**config.mk**
```make
export PLATFORM = sky130hd
export DESIGN_NAME = grf_wb_arbiter
export DESIGN_NICKNAME = d
export VERILOG_FILES = /design/src/rtl/grf_wb_arbiter.sv
export SDC_FILE = /design/constraint.sdc
export NUM_CORES = 1
export LEC_CHECK = 0
export ABC_AREA = 1
export ABC_CLOCK_PERIOD_IN_PS = 7000
export CAP_MARGIN = 20
export CORE_UTILIZATION = 55
export CTS_BUF_LIST = sky130_fd_sc_hd__clkbuf_8 sky130_fd_sc_hd__clkbuf_16
export DETAILED_ROUTE_END_ITERATION = 7
export HOLD_SLACK_MARGIN = 0.06
export MAX_ROUTING_LAYER = met4
export PLACE_DENSITY = 0.87
export RECOVER_POWER = 50
export SLEW_MARGIN = 10
export SYNTH_ARGS = -nofsm -noshare
export SYNTH_HDL_FRONTEND = slang
export SYNTH_SLANG_ARGS = --single-unit
```
**constraint.sdc**
```tcl
create_clock -name clk -period 7 [get_ports clk]
set_input_delay 0.7 -clock clk [delete_from_list [all_inputs] [get_ports clk]]
set_output_delay 0.7 -clock clk [all_outputs]
set_load 0.01 [all_outputs]
```
**src/rtl/grf_wb_arbiter.sv**
```systemverilog
// Register-file write-port arbiter: merges the never-stalling W-stage write with buffered MDU results.
// Optional trace printing of issued writes and kills is enabled by defining WB_ARB_TRACE_EN.
module grf_wb_arbiter #(
    parameter int DEPTH = 4,
    parameter int AW    = 2
) (
    input  logic          clk,
    input  logic          reset,
    input  logic          pipe_we,
    input  logic [4:0]    pipe_a3,
    input  logic [31:0]   pipe_wd,
    input  logic [31:0]   pipe_pc,
    input  logic          mdu_valid,
    output logic          mdu_ready,
    input  logic [4:0]    mdu_a3,
    input  logic [31:0]   mdu_wd,
    input  logic [31:0]   mdu_pc,
    output logic          grf_we,
    output logic [4:0]    grf_a3,
    output logic [31:0]   grf_wd,
    output logic [31:0]   grf_pc,
    output logic [31:0]   pend_mask,
    output logic [AW:0]   fifo_cnt
);

    localparam logic [AW:0] FULL_CNT = {1'b1, {AW{1'b0}}};

    logic [4:0]       ent_a3 [DEPTH];
    logic [31:0]      ent_wd [DEPTH];
    logic [31:0]      ent_pc [DEPTH];
    logic [DEPTH-1:0] ent_live;
    logic [DEPTH-1:0] live_nxt;
    logic [DEPTH-1:0] kill;
    logic [AW-1:0]    rd_ptr;
    logic [AW-1:0]    wr_ptr;
    logic [AW:0]      count;

    logic             pipe_real;
    logic             xfer;
    logic             xfer_keep;
    logic             head_valid;
    logic             head_live;
    logic             pop;
    logic             push;
    logic             bypass;
    logic             iss_we;
    logic [4:0]       iss_a3;
    logic [31:0]      iss_wd;
    logic [31:0]      iss_pc;

    // An MDU result aimed at the register the pipe writes this cycle is older, so it is dropped.
    always_comb begin
        pipe_real  = pipe_we && (pipe_a3 != 5'd0);
        mdu_ready  = !reset && (count < FULL_CNT);
        xfer       = mdu_valid && mdu_ready;
        xfer_keep  = xfer && (mdu_a3 != 5'd0) && !(pipe_real && (mdu_a3 == pipe_a3));
        head_valid = (count != '0);
        head_live  = head_valid && ent_live[rd_ptr];
        pop        = head_valid && (!ent_live[rd_ptr] || !pipe_real);
        bypass     = !pipe_real && !head_valid && xfer_keep;
        push       = xfer_keep && !bypass;
    end

    always_comb begin
        iss_we = 1'b0;
        iss_a3 = pipe_a3;
        iss_wd = pipe_wd;
        iss_pc = pipe_pc;
        if (pipe_real) begin
            iss_we = 1'b1;
        end else if (head_live) begin
            iss_we = 1'b1;
            iss_a3 = ent_a3[rd_ptr];
            iss_wd = ent_wd[rd_ptr];
            iss_pc = ent_pc[rd_ptr];
        end else if (bypass) begin
            iss_we = 1'b1;
            iss_a3 = mdu_a3;
            iss_wd = mdu_wd;
            iss_pc = mdu_pc;
        end
    end

    always_comb begin
        kill      = '0;
        pend_mask = '0;
        for (int i = 0; i < DEPTH; i++) begin
            kill[i] = pipe_real && ent_live[i] && (ent_a3[i] == pipe_a3);
            if (ent_live[i]) begin
                pend_mask[ent_a3[i]] = 1'b1;
            end
        end
        pend_mask[0] = 1'b0;
        live_nxt = ent_live & ~kill;
        if (pop) begin
            live_nxt[rd_ptr] = 1'b0;
        end
        if (push) begin
            live_nxt[wr_ptr] = 1'b1;
        end
    end

    always_ff @(posedge clk) begin
        if (reset) begin
            rd_ptr   <= '0;
            wr_ptr   <= '0;
            count    <= '0;
            ent_live <= '0;
        end else begin
            ent_live <= live_nxt;
            if (pop) begin
                rd_ptr <= rd_ptr + AW'(1);
            end
            if (push) begin
                wr_ptr <= wr_ptr + AW'(1);
            end
            case ({push, pop})
                2'b10:   count <= count + (AW+1)'(1);
                2'b01:   count <= count - (AW+1)'(1);
                default: count <= count;
            endcase
        end
    end

    always_ff @(posedge clk) begin
        if (!reset && push) begin
            ent_a3[wr_ptr] <= mdu_a3;
            ent_wd[wr_ptr] <= mdu_wd;
            ent_pc[wr_ptr] <= mdu_pc;
        end
    end

    // Address/data/pc keep their last issued values when nothing is written.
    always_ff @(posedge clk) begin
        if (reset) begin
            grf_we <= 1'b0;
            grf_a3 <= '0;
            grf_wd <= '0;
            grf_pc <= '0;
        end else begin
            grf_we <= iss_we;
            if (iss_we) begin
                grf_a3 <= iss_a3;
                grf_wd <= iss_wd;
                grf_pc <= iss_pc;
            end
        end
    end

    assign fifo_cnt = count;

`ifdef WB_ARB_TRACE_EN
    always @(posedge clk) begin
        if (!reset) begin
            if (iss_we) begin
                $display("%d@%h: $%d <= %h %s", $time, iss_pc, iss_a3, iss_wd,
                         pipe_real ? "(pipe)" : "(mdu)");
            end
            for (int i = 0; i < DEPTH; i++) begin
                if (kill[i]) begin
                    $display("%d: kill $%d", $time, ent_a3[i]);
                end
            end
        end
    end
`endif

endmodule
```
==> results of run 1 <==
## tightest hold or removal path, stage by stage, from the launching register on
cell and delay [ns]:
dfxtp_1 0.33, inv_1 0.11, a21oi_1 0.07
## area by class of cell
type	instances	area, um2	share of cell area
tap	390	488	0.0236
antenna	15	37.5	0.00182
sequential	359	9950	0.482
inverter	156	587	0.0284
timing repair buffer	263	2630	0.127
multi-input combinational	1123	5810	0.281
clock buffer	41	981	0.0475
clock inverter	23	166	0.00806
## sequential cells by signal, summed over array words and instances (netlist names), named ones only
signal    count
ent_a3       20
ent_live      4
ent_pc      128
ent_wd      128
fifo_cnt      3
grf_a3        5
grf_pc       32
grf_wd       32
grf_we        1
rd_ptr        2
wr_ptr        2
## cells by family (layout without fill, tap and decap cells)
| kind of cell | after synthesis | count (layout) | synth area share |
|---|---|---|---|
| simple gates | 756 | 756 | 0.198 |
| buf+inv | 285 | 483 | 0.0683 |
| fa+ha+maj | 10 | 10 | 0.00786 |
| flops | 359 | 359 | 0.590 |
| compound gates | 337 | 337 | 0.126 |
| other cells | 1 | 16 | 0.000222 |
| xor+xnor | 19 | 19 | 0.00987 |
## through the flow
stage	hold WS [ns]	setup WS [ns]	instance area, um2
4_1_cts	0.550	1.91	20600
3_3_place_gp	0.518	1.40	19400
2_1_floorplan	0.490	1.84	16900
5_1_grt	0.586	1.60	20700
3_5_place_dp	0.542	1.39	19400
6_report	0.560	1.80	20700
## metal layers
metal,GRT usage,vias to the layer above
li1,-,6584
met1,0.403,7015
met2,0.518,854
met3,0.0425,176
met4,0.168,0
met5,-,-
## placed cells by master, fill, tap and decap left out, drive strengths merged
master	n
conb	1
clkbuf	42
dfxtp	83
o221ai	56
o211ai	1
xor2	12
edfxtp	276
xnor2	7
a21boi	1
inv	165
nand2	268
buf	16
bufinv	2
clkdlybuf4s50	84
o22a	57
a22oi	1
and2	1
nand4	104
nand3	125
a21oi	27
nor3	18
a221oi	1
o21ai	192
clkinv	11
ha	9
dlygate4sd3	162
nor2	237
a41oi	1
clkinvlp	1
diode	15
fa	1
nand3b	3
## worst max-delay path by stage
stage | slack [ns] | cells after the start | endpoint
2_1_floorplan | 1.84 | 10 | ent_a3[0][0]
3_3_place_gp | 1.40 | 10 | ent_pc[3][25]
3_5_place_dp | 1.39 | 10 | ent_pc[0][18]
4_1_cts | 1.91 | 10 | ent_pc[0][17]
5_1_grt | 1.60 | 10 | ent_wd[2][3]
6_report | 1.80 | 10 | ent_pc[0][18]
## power breakdown
group	switching, uW	internal (uW)
Sequential	138	2470
Combinational	1430	692
Clock	798	1080
Total	2370	4240
==> flow_summary.toml, run 1 <==
[timing]
fin_crit_sh = 0.742
period_needed_ns = 5.20
setup_violations = 0
skew_ns = 0.0218
rsz0062_at_grt = "false"
hold_violations = 0
worst_pin_slew_ns = 1.54
fmax_mhz = 192
slew_violations = 32
relSlewSlack = -0.0294
fin_tns_setup_ns = 0

[worst_setup_path]
max_stage_delay_ns = 0.80
critPathKind = "input pin to flip-flop"
cp_top_family = "buffers and inverters"
r2r_start = "rd_ptr[0]"
crit_arrival_ns = 5.33
worstSetupStartpoint = "pipe_a3[0]"
worstReg2RegEnd = "grf_pc[8]"
crit_path_max_fanout = 74
path_buf_inv = 4
rrSetupSlack_ns = 2.81
start_kind = "input pin"
cp_slowest_cell = "buf_4"
ff2ff_path_depth = 10
crit_required_ns = 7.13
critical_path.cell_chain = "clkdlybuf4s50_1, nor2_1, nand3b_1, nand2_4, inv_2, buf_4, nor2_4, nand3b_1, nor2_4, buf_4"
cp-end-kind = "flip-flop"

[drt]
wl_met3_um = 4190
drtIter0Drc = 1734
ant_nets = 0
wl_met1_um = 18600
viasPerCell = 6.17
drc = 0
top_layer = "met4"
wl_met2_um = 24600
first_pass_iters = 6
routed_wl_um = 49700
vias = 14600
wl_per_cell_um = 21.0

[synthesis]
synth-edff-count = 276
ys_ff_latch = 359
ys_seq_area_frac = 0.590
synthArstFlopShare = 0
syn_nets = 1919
syn_area_um2 = 16900
yosys-top-cells-count = "edfxtp_1, nand2_1, nor2_1"
ys_types = 36
synth_top_cell_by_area = "edfxtp_1"
synthCells = 1767
synth_top_area_frac = 0.491
ys_warn_count = 0
ys.flop_type = "edfxtp_1"
yosysMostFrequentCell = "edfxtp_1"
synth_area_leaders = "edfxtp_1, dfxtp_1, nand2_1"
syn_avg_cell_area_um2 = 9.55

[floorplan]
core_um2 = 29900
dieWidth_um = 177
die_area_um2 = 31400
rows = 63
io_pins = 248
die_h_um = 177
initial_core_util = 0.565

[power]
power_uw = 6610
peakVddDrop_mv = 0.328
power.leakage_uw = 0.00829
pwr_density_cell_nw_per_um2 = 320

[clock_network]
clkTransAtPathRegs_ns = 0.06
cts_setup_buffers = 0
hold_buffers = 0
htree_levels = 2
numCtsBuffers = 36
insertion_delay_ns = 0.52
cts_resized = 0
cts_sinks = 359
cts_tree = "built"
cts_buffer_depth = 3
cts_root_buf = "clkbuf_16"

[min_path]
hp-class = "flip-flop to flip-flop"
hp-start = "wr_ptr[1]"
hold_depth = 2
holdPathEnd = "wr_ptr[1]"

[final_layout]
final_net_count = 2091
nFillCells = 2098
drive_gt1_frac = 0.0453
syn_to_final_growth_pct = 22.4
utilization = 0.691
instances_no_fill = 2370

[global_routing]
antenna_found_initial = 14
grt_pass1_vias = 14100
grt_max_degree = 92
grtUsageTotal = 0.324
grt-ovfl-total = 0
grt_pass1_wl_um = 76500

[placed_design]
numPortBuffers = 246
placedCellCount = 2290
hpwl_um = 30700
place.gp.congestion = 1.00

[outcome]
violations = "max-capacitance violations, max-slew violations"
outcome = "finished, violations left"

[run]
max_cap_violations = 1
(Power assumes the default switching activity.)
==> inputs of run 2 (changes only) <==
- ABC_CLOCK_PERIOD_IN_PS: 7000 -> 4700
- CORE_UTILIZATION: 55 -> 50
- PLACE_DENSITY: 0.87 -> 0.83
- clock period: 7 -> 4.7 ns (I/O delays scaled with it)
==> run 2 against run 1 <==
  * The run now ends clean
  * Routed wire length decreased by 1.9%
  * Combinational power up 49%
  * Critical path depth down 2
  * Flip-flop and latch count is the same
  * Final area rose by 1.1%
  * Non-clock buffer count rose by 10
  * Core utilization is 5.6 points lower
  * Sequential share of layout area down 0.51 points
  * Final cell count grew 2.4%
  * First-iteration DRC count is 6.9% lower
  * Sequential power grew 49%
  * Largest power group unchanged
==> flow_summary.toml, run 2 (synthesis results as in run 1) <==
[outcome]
outcome = "finished clean"

[timing]
worst_pin_slew_ns = 1.35
slew_violations = 0
period_needed_ns = 3.85
fmax_mhz = 260
relSlewSlack = 0.0965
skew_ns = 0.0158
worst_slack_ns = 0.852
rsz0062_at_grt = "false"
hold_ws_ns = 0.554
hold_violations = 0
fin_crit_sh = 0.819
setup_violations = 0

[drt]
ant_nets = 0
routed_wl_um = 48700
vias = 14500
drc = 0
wl_per_cell_um = 20.1
first_pass_iters = 6
viasPerCell = 5.96
drtIter0Drc = 1615

[final_layout]
final_common_cell = "edfxtp_1"
top_regs = "ent_pc: 128 flops, ent_wd: 128 flops"
final_net_count = 2101
final_cell_mix = "edfxtp_1, nand2_1, nor2_1"
drive_gt1_frac = 0.0502
syn_to_final_growth_pct = 23.7
instances_no_fill = 2428

[global_routing]
grt_max_degree = 77
grtUsageTotal = 0.287
grt_pass1_vias = 13900
grt_pass1_wl_um = 74700
antenna_found_initial = 11
grt-ovfl-total = 0

[min_path]
holdPathEnd = "wr_ptr[1]"
hp-class = "flip-flop to flip-flop"
hold_depth = 2
hp-start = "wr_ptr[1]"

[worst_setup_path]
crit_path_max_fanout = 57
worstReg2RegEnd = "ent_pc[3][25]"
cp_top_family = "simple AND/OR/NAND/NOR gates"
worstSetupStartpoint = "pipe_a3[4]"
critPathKind = "input pin to flip-flop"
crit_required_ns = 4.86
r2r_start = "fifo_cnt[2]"
crit_arrival_ns = 4.00
cp-end-kind = "flip-flop"
cp_slowest_cell = "nor2_1"
path_buf_inv = 3
critical_path.cell_chain = "dlygate4sd3_1, nand3b_1, nand2_4, inv_1, nor2_4, nand3b_1, nor2_1, buf_12"
ff2ff_path_depth = 6
max_stage_delay_ns = 1.20
crit_top_cell = "nand3b_1"
rrSetupSlack_ns = 1.33
start_kind = "input pin"
crit_cells = 8

[power]
p_int_uw = 6460
pwr_density_cell_nw_per_um2 = 478
switching_power_uw = 3520
power_uw = 9990
p_clk_frac = 0.292
peakVddDrop_mv = 0.356
power.leakage_uw = 0.00827
power_switching_share = 0.353
pwr-share-seq = 0.389
power_frac_comb = 0.319

[clock_network]
cts_setup_buffers = 0
cts_buffer_depth = 3
numCtsBuffers = 36
insertion_delay_ns = 0.51
cts_sinks = 359
htree_levels = 2
clkTransAtPathRegs_ns = 0.06
cts_resized = 0
hold_buffers = 0
cts_tree = "built"
cts_root_buf = "clkbuf_16"

[floorplan]
die_area_um2 = 34500
die_h_um = 186
dieWidth_um = 186
core_um2 = 32900
initial_core_util = 0.513
io_pins = 248
rows = 66

[placed_design]
pre_cts_ws_ns = 1.02
placedCellCount = 2352
numPortBuffers = 246
place.gp.congestion = 1.02
hpwl_um = 30300

[run]
max_cap_violations = 0
[run 2: cell count changes in the layout (fill, tap and decap cells not counted), sizes merged, moves of 6 or more]
| cell | before | now |
|---|---|---|
| dlygate4sd3 | 162 | 144 |
| clkdlybuf4s50 | 84 | 102 |
| inv | 165 | 159 |
| buf | 16 | 27 |
[run 2: how the worst max path moves through the flow]
stage | slack [ns] | end
after floorplan | -0.23 | ent_a3[0][0]
after global placement | 1.08 | ent_wd[2][19]
after detailed placement | 1.02 | ent_wd[2][26]
after CTS | 1.30 | grf_pc[29]
after global routing | 0.70 | fifo_cnt[2]
final | 0.85 | ent_pc[3][25]
[run 2: tightest hold or removal path: stages (launching register included)]
cell and delay (ns):
dfxtp_1 0.33, inv_1 0.10, a21oi_1 0.07
[run 2: area by class of cell]
| class | count | area (um2) |
|---|---|---|
| Tap cell | 442 | 553 |
| Antenna cell | 12 | 30.0 |
| Clock buffer | 39 | 953 |
| Inverter | 156 | 587 |
| Sequential cell | 359 | 9950 |
| Timing Repair Buffer | 273 | 2750 |
| Fill cell | 2592 | 12000 |
| Clock inverter | 24 | 250 |
| Multi-Input combinational cell | 1123 | 5800 |
[run 2: per-layer routing]
metal	GRT usage	wire, um	vias to the layer above
met3	0.0419	4210	136
li1	-	-	6604
met2	0.469	23900	816
met4	0.126	1900	0
met5	-	0	-
met1	0.355	18700	6923
[run 2: power groups by stage]
| stage | registers (uW) | logic (uW) | clock network [uW] |
|---|---|---|---|
| 2_1_floorplan | 3900 | 2120 | 0 |
| 3_3_place_gp | 3940 | 3030 | 0 |
| 3_5_place_dp | 3950 | 3150 | 0 |
| 4_1_cts | 3880 | 3190 | 2940 |
| 5_1_grt | 3910 | 3490 | 3070 |
| 6_report | 3890 | 3180 | 2920 |
[run 2: through the flow]
step / TNS (ns) / area [um2] / utilization
after floorplan: -63.22 / 16900 / -
final: 0 / 20900 / 0.635
after global routing: 0 / 20900 / 0.635
after CTS: 0 / 20800 / 0.634
after detailed placement: 0 / 19600 / 0.597
after global placement: 0 / 19600 / 0.597
==> inputs of run 3 (changes only) <==
- ABC_CLOCK_PERIOD_IN_PS: 4700 -> 4000
- CORE_UTILIZATION: 50 -> 55
- PLACE_DENSITY: 0.83 -> 0.87
- clock period: 4.7 -> 4 ns (I/O delays scaled with it)
==> run 3 against run 2 <==
  * Final area shrank 0.68%
  * Core utilization increased by 5.9 points
  * Count of clock-buffer cells in the layout is 3 higher
  * Via count shrank 0.60%
  * Hold slack worse by 0.011 ns
  * Critical path type unchanged
  * Largest cell class unchanged
  * Worst setup slack got worse by 0.34 ns
  * Power up 16%
  * Sequential share of layout area increased by 0.33 points
  * Register-to-register slack worse by 0.66 ns
  * Die area decreased by 9.0%
  * Flip-flop and latch count is the same
==> flow_summary.toml, run 3 (synthesis results as in run 1) <==
[clock_network]
cts_buffer_depth = 3
cts_setup_buffers = 0
clkTransAtPathRegs_ns = 0.06
htree_levels = 2
cts_resized = 0
numCtsBuffers = 36
cts_tree = "built"
cts_root_buf = "clkbuf_16"
cts_sinks = 359
hold_buffers = 0
insertion_delay_ns = 0.51

[power]
peakVddDrop_mv = 0.412
power_uw = 11600
switching_power_uw = 4080
p_int_uw = 7510
power.leakage_uw = 0.00828
power_frac_comb = 0.320
power_switching_share = 0.352
p_clk_frac = 0.287
pwr_density_cell_nw_per_um2 = 559
pwr-share-seq = 0.393

[floorplan]
rows = 63
io_pins = 248
initial_core_util = 0.565
core_um2 = 29900
die_h_um = 177
die_area_um2 = 31400
dieWidth_um = 177

[global_routing]
antenna_found_initial = 14
grt_pass1_wl_um = 74500
grt-ovfl-total = 0
grt_max_degree = 93
grtUsageTotal = 0.313
grt_pass1_vias = 14000

[final_layout]
syn_to_final_growth_pct = 22.9
final_cell_mix = "edfxtp_1, nand2_1, nor2_1"
final_net_count = 2103
final_common_cell = "edfxtp_1"
top_regs = "ent_pc: 128 flops, ent_wd: 128 flops"
nFillCells = 2080
drive_gt1_frac = 0.0500

[placed_design]
numPortBuffers = 246
hpwl_um = 29900
place.gp.congestion = 0.963
pre_cts_ws_ns = 0.393

[timing]
fmax_mhz = 286
setup_violations = 0
worst_slack_ns = 0.509
fin_crit_sh = 0.873
fin_tns_setup_ns = 0
worst_pin_slew_ns = 1.05
hold_violations = 0
period_needed_ns = 3.49
relSlewSlack = 0.294
skew_ns = 0.0109
rsz0062_at_grt = "false"
slew_violations = 0

[worst_setup_path]
max_stage_delay_ns = 0.80
crit_arrival_ns = 3.88
crit_path_max_fanout = 17
crit_required_ns = 4.39
critical_path.cell_chain = "dlygate4sd3_1, nor2_1, nand3b_1, nand2_4, inv_2, nand3_1, nand3b_1, clkbuf_1, ha_1, inv_1, fa_1, a21oi_1, o21ai_0, xor2_1, nor2_1"
critPathKind = "input pin to flip-flop"
cp_slowest_cell = "dlygate4sd3_1"
cp-end-kind = "flip-flop"
start_kind = "input pin"

[run]
max_cap_violations = 0

[drt]
viasPerCell = 6.04
first_pass_iters = 5
routed_wl_um = 48200
wl_per_cell_um = 20.2
drc = 0
drtIter0Drc = 1784
ant_nets = 0
vias = 14400

[outcome]
outcome = "finished clean"

[min_path]
hp-class = "flip-flop to flip-flop"
[run 3: cell types whose count changed in the layout (fill, tap and decap cells not counted), sizes merged]
cell      previous run  this run
diode               12        14
clkinvlp             4         1
clkinv              12        10
clkbuf              39        44
bufinv               5         3
inv                159       166
[run 3: layer usage]
layer	part of all wire	track usage	up-vias	wire, um
li1	-	-	6615	-
met1	0.39	0.393	6861	18600
met2	0.50	0.508	815	24000
met3	0.086	0.0462	101	4140
met4	0.029	0.127	0	1390
met5	0	-	-	0
[run 3: power groups by stage]
stage	clock, uW	combinational, uW	sequential (uW)
final	3330	3710	4550
after global routing	3510	4070	4580
after CTS	3340	3710	4550
after detailed placement	0	3670	4620
after global placement	0	3540	4610
after floorplan	0	2490	4580
[run 3: area by class of cell]
cell class	instances	area (um2)	area share
tap	390	488	0.0235
multi-input combinational	1123	5800	0.280
inverter	156	587	0.0283
timing repair buffer	275	2680	0.129
clock inverter	24	190	0.00917
antenna	14	35.0	0.00169
sequential	359	9950	0.480
clock buffer	42	995	0.0480
[run 3: critical path, delay by kind of cell]
kind	cells	cell delay (ns)
xor gates and xnor gates	1	0.16
adders and majority gates	2	0.65
buffers and inverters	4	1.80
AOI/OAI and AO/OA	2	0.25
and+or+nand+nor	6	0.62
[run 3: path summary, 6_finish.rpt]
check | cells after the start | endpoint | slack [ns] | startpoint
max | 15 | fifo_cnt[2] | 0.51 | pipe_a3[1]
min | 2 | wr_ptr[1] | 0.54 | wr_ptr[1]
max reg2reg | 10 | grf_wd[0] | 0.67 | rd_ptr[0]
min reg2reg | 2 | wr_ptr[1] | 0.54 | wr_ptr[1]
[run 3: metrics by stage]
| step | cell area, um2 | utilization | std cells | hold WS [ns] |
|---|---|---|---|---|
| 5_1_grt | 20700 | 0.694 | 2382 | 0.563 |
| 4_1_cts | 20700 | 0.693 | 2368 | 0.532 |
| 6_report | 20700 | 0.694 | 2383 | 0.542 |
| 3_3_place_gp | 19500 | 0.653 | 2302 | 0.510 |
| 2_1_floorplan | 16900 | - | 1767 | 0.490 |
| 3_5_place_dp | 19500 | 0.653 | 2302 | 0.534 |
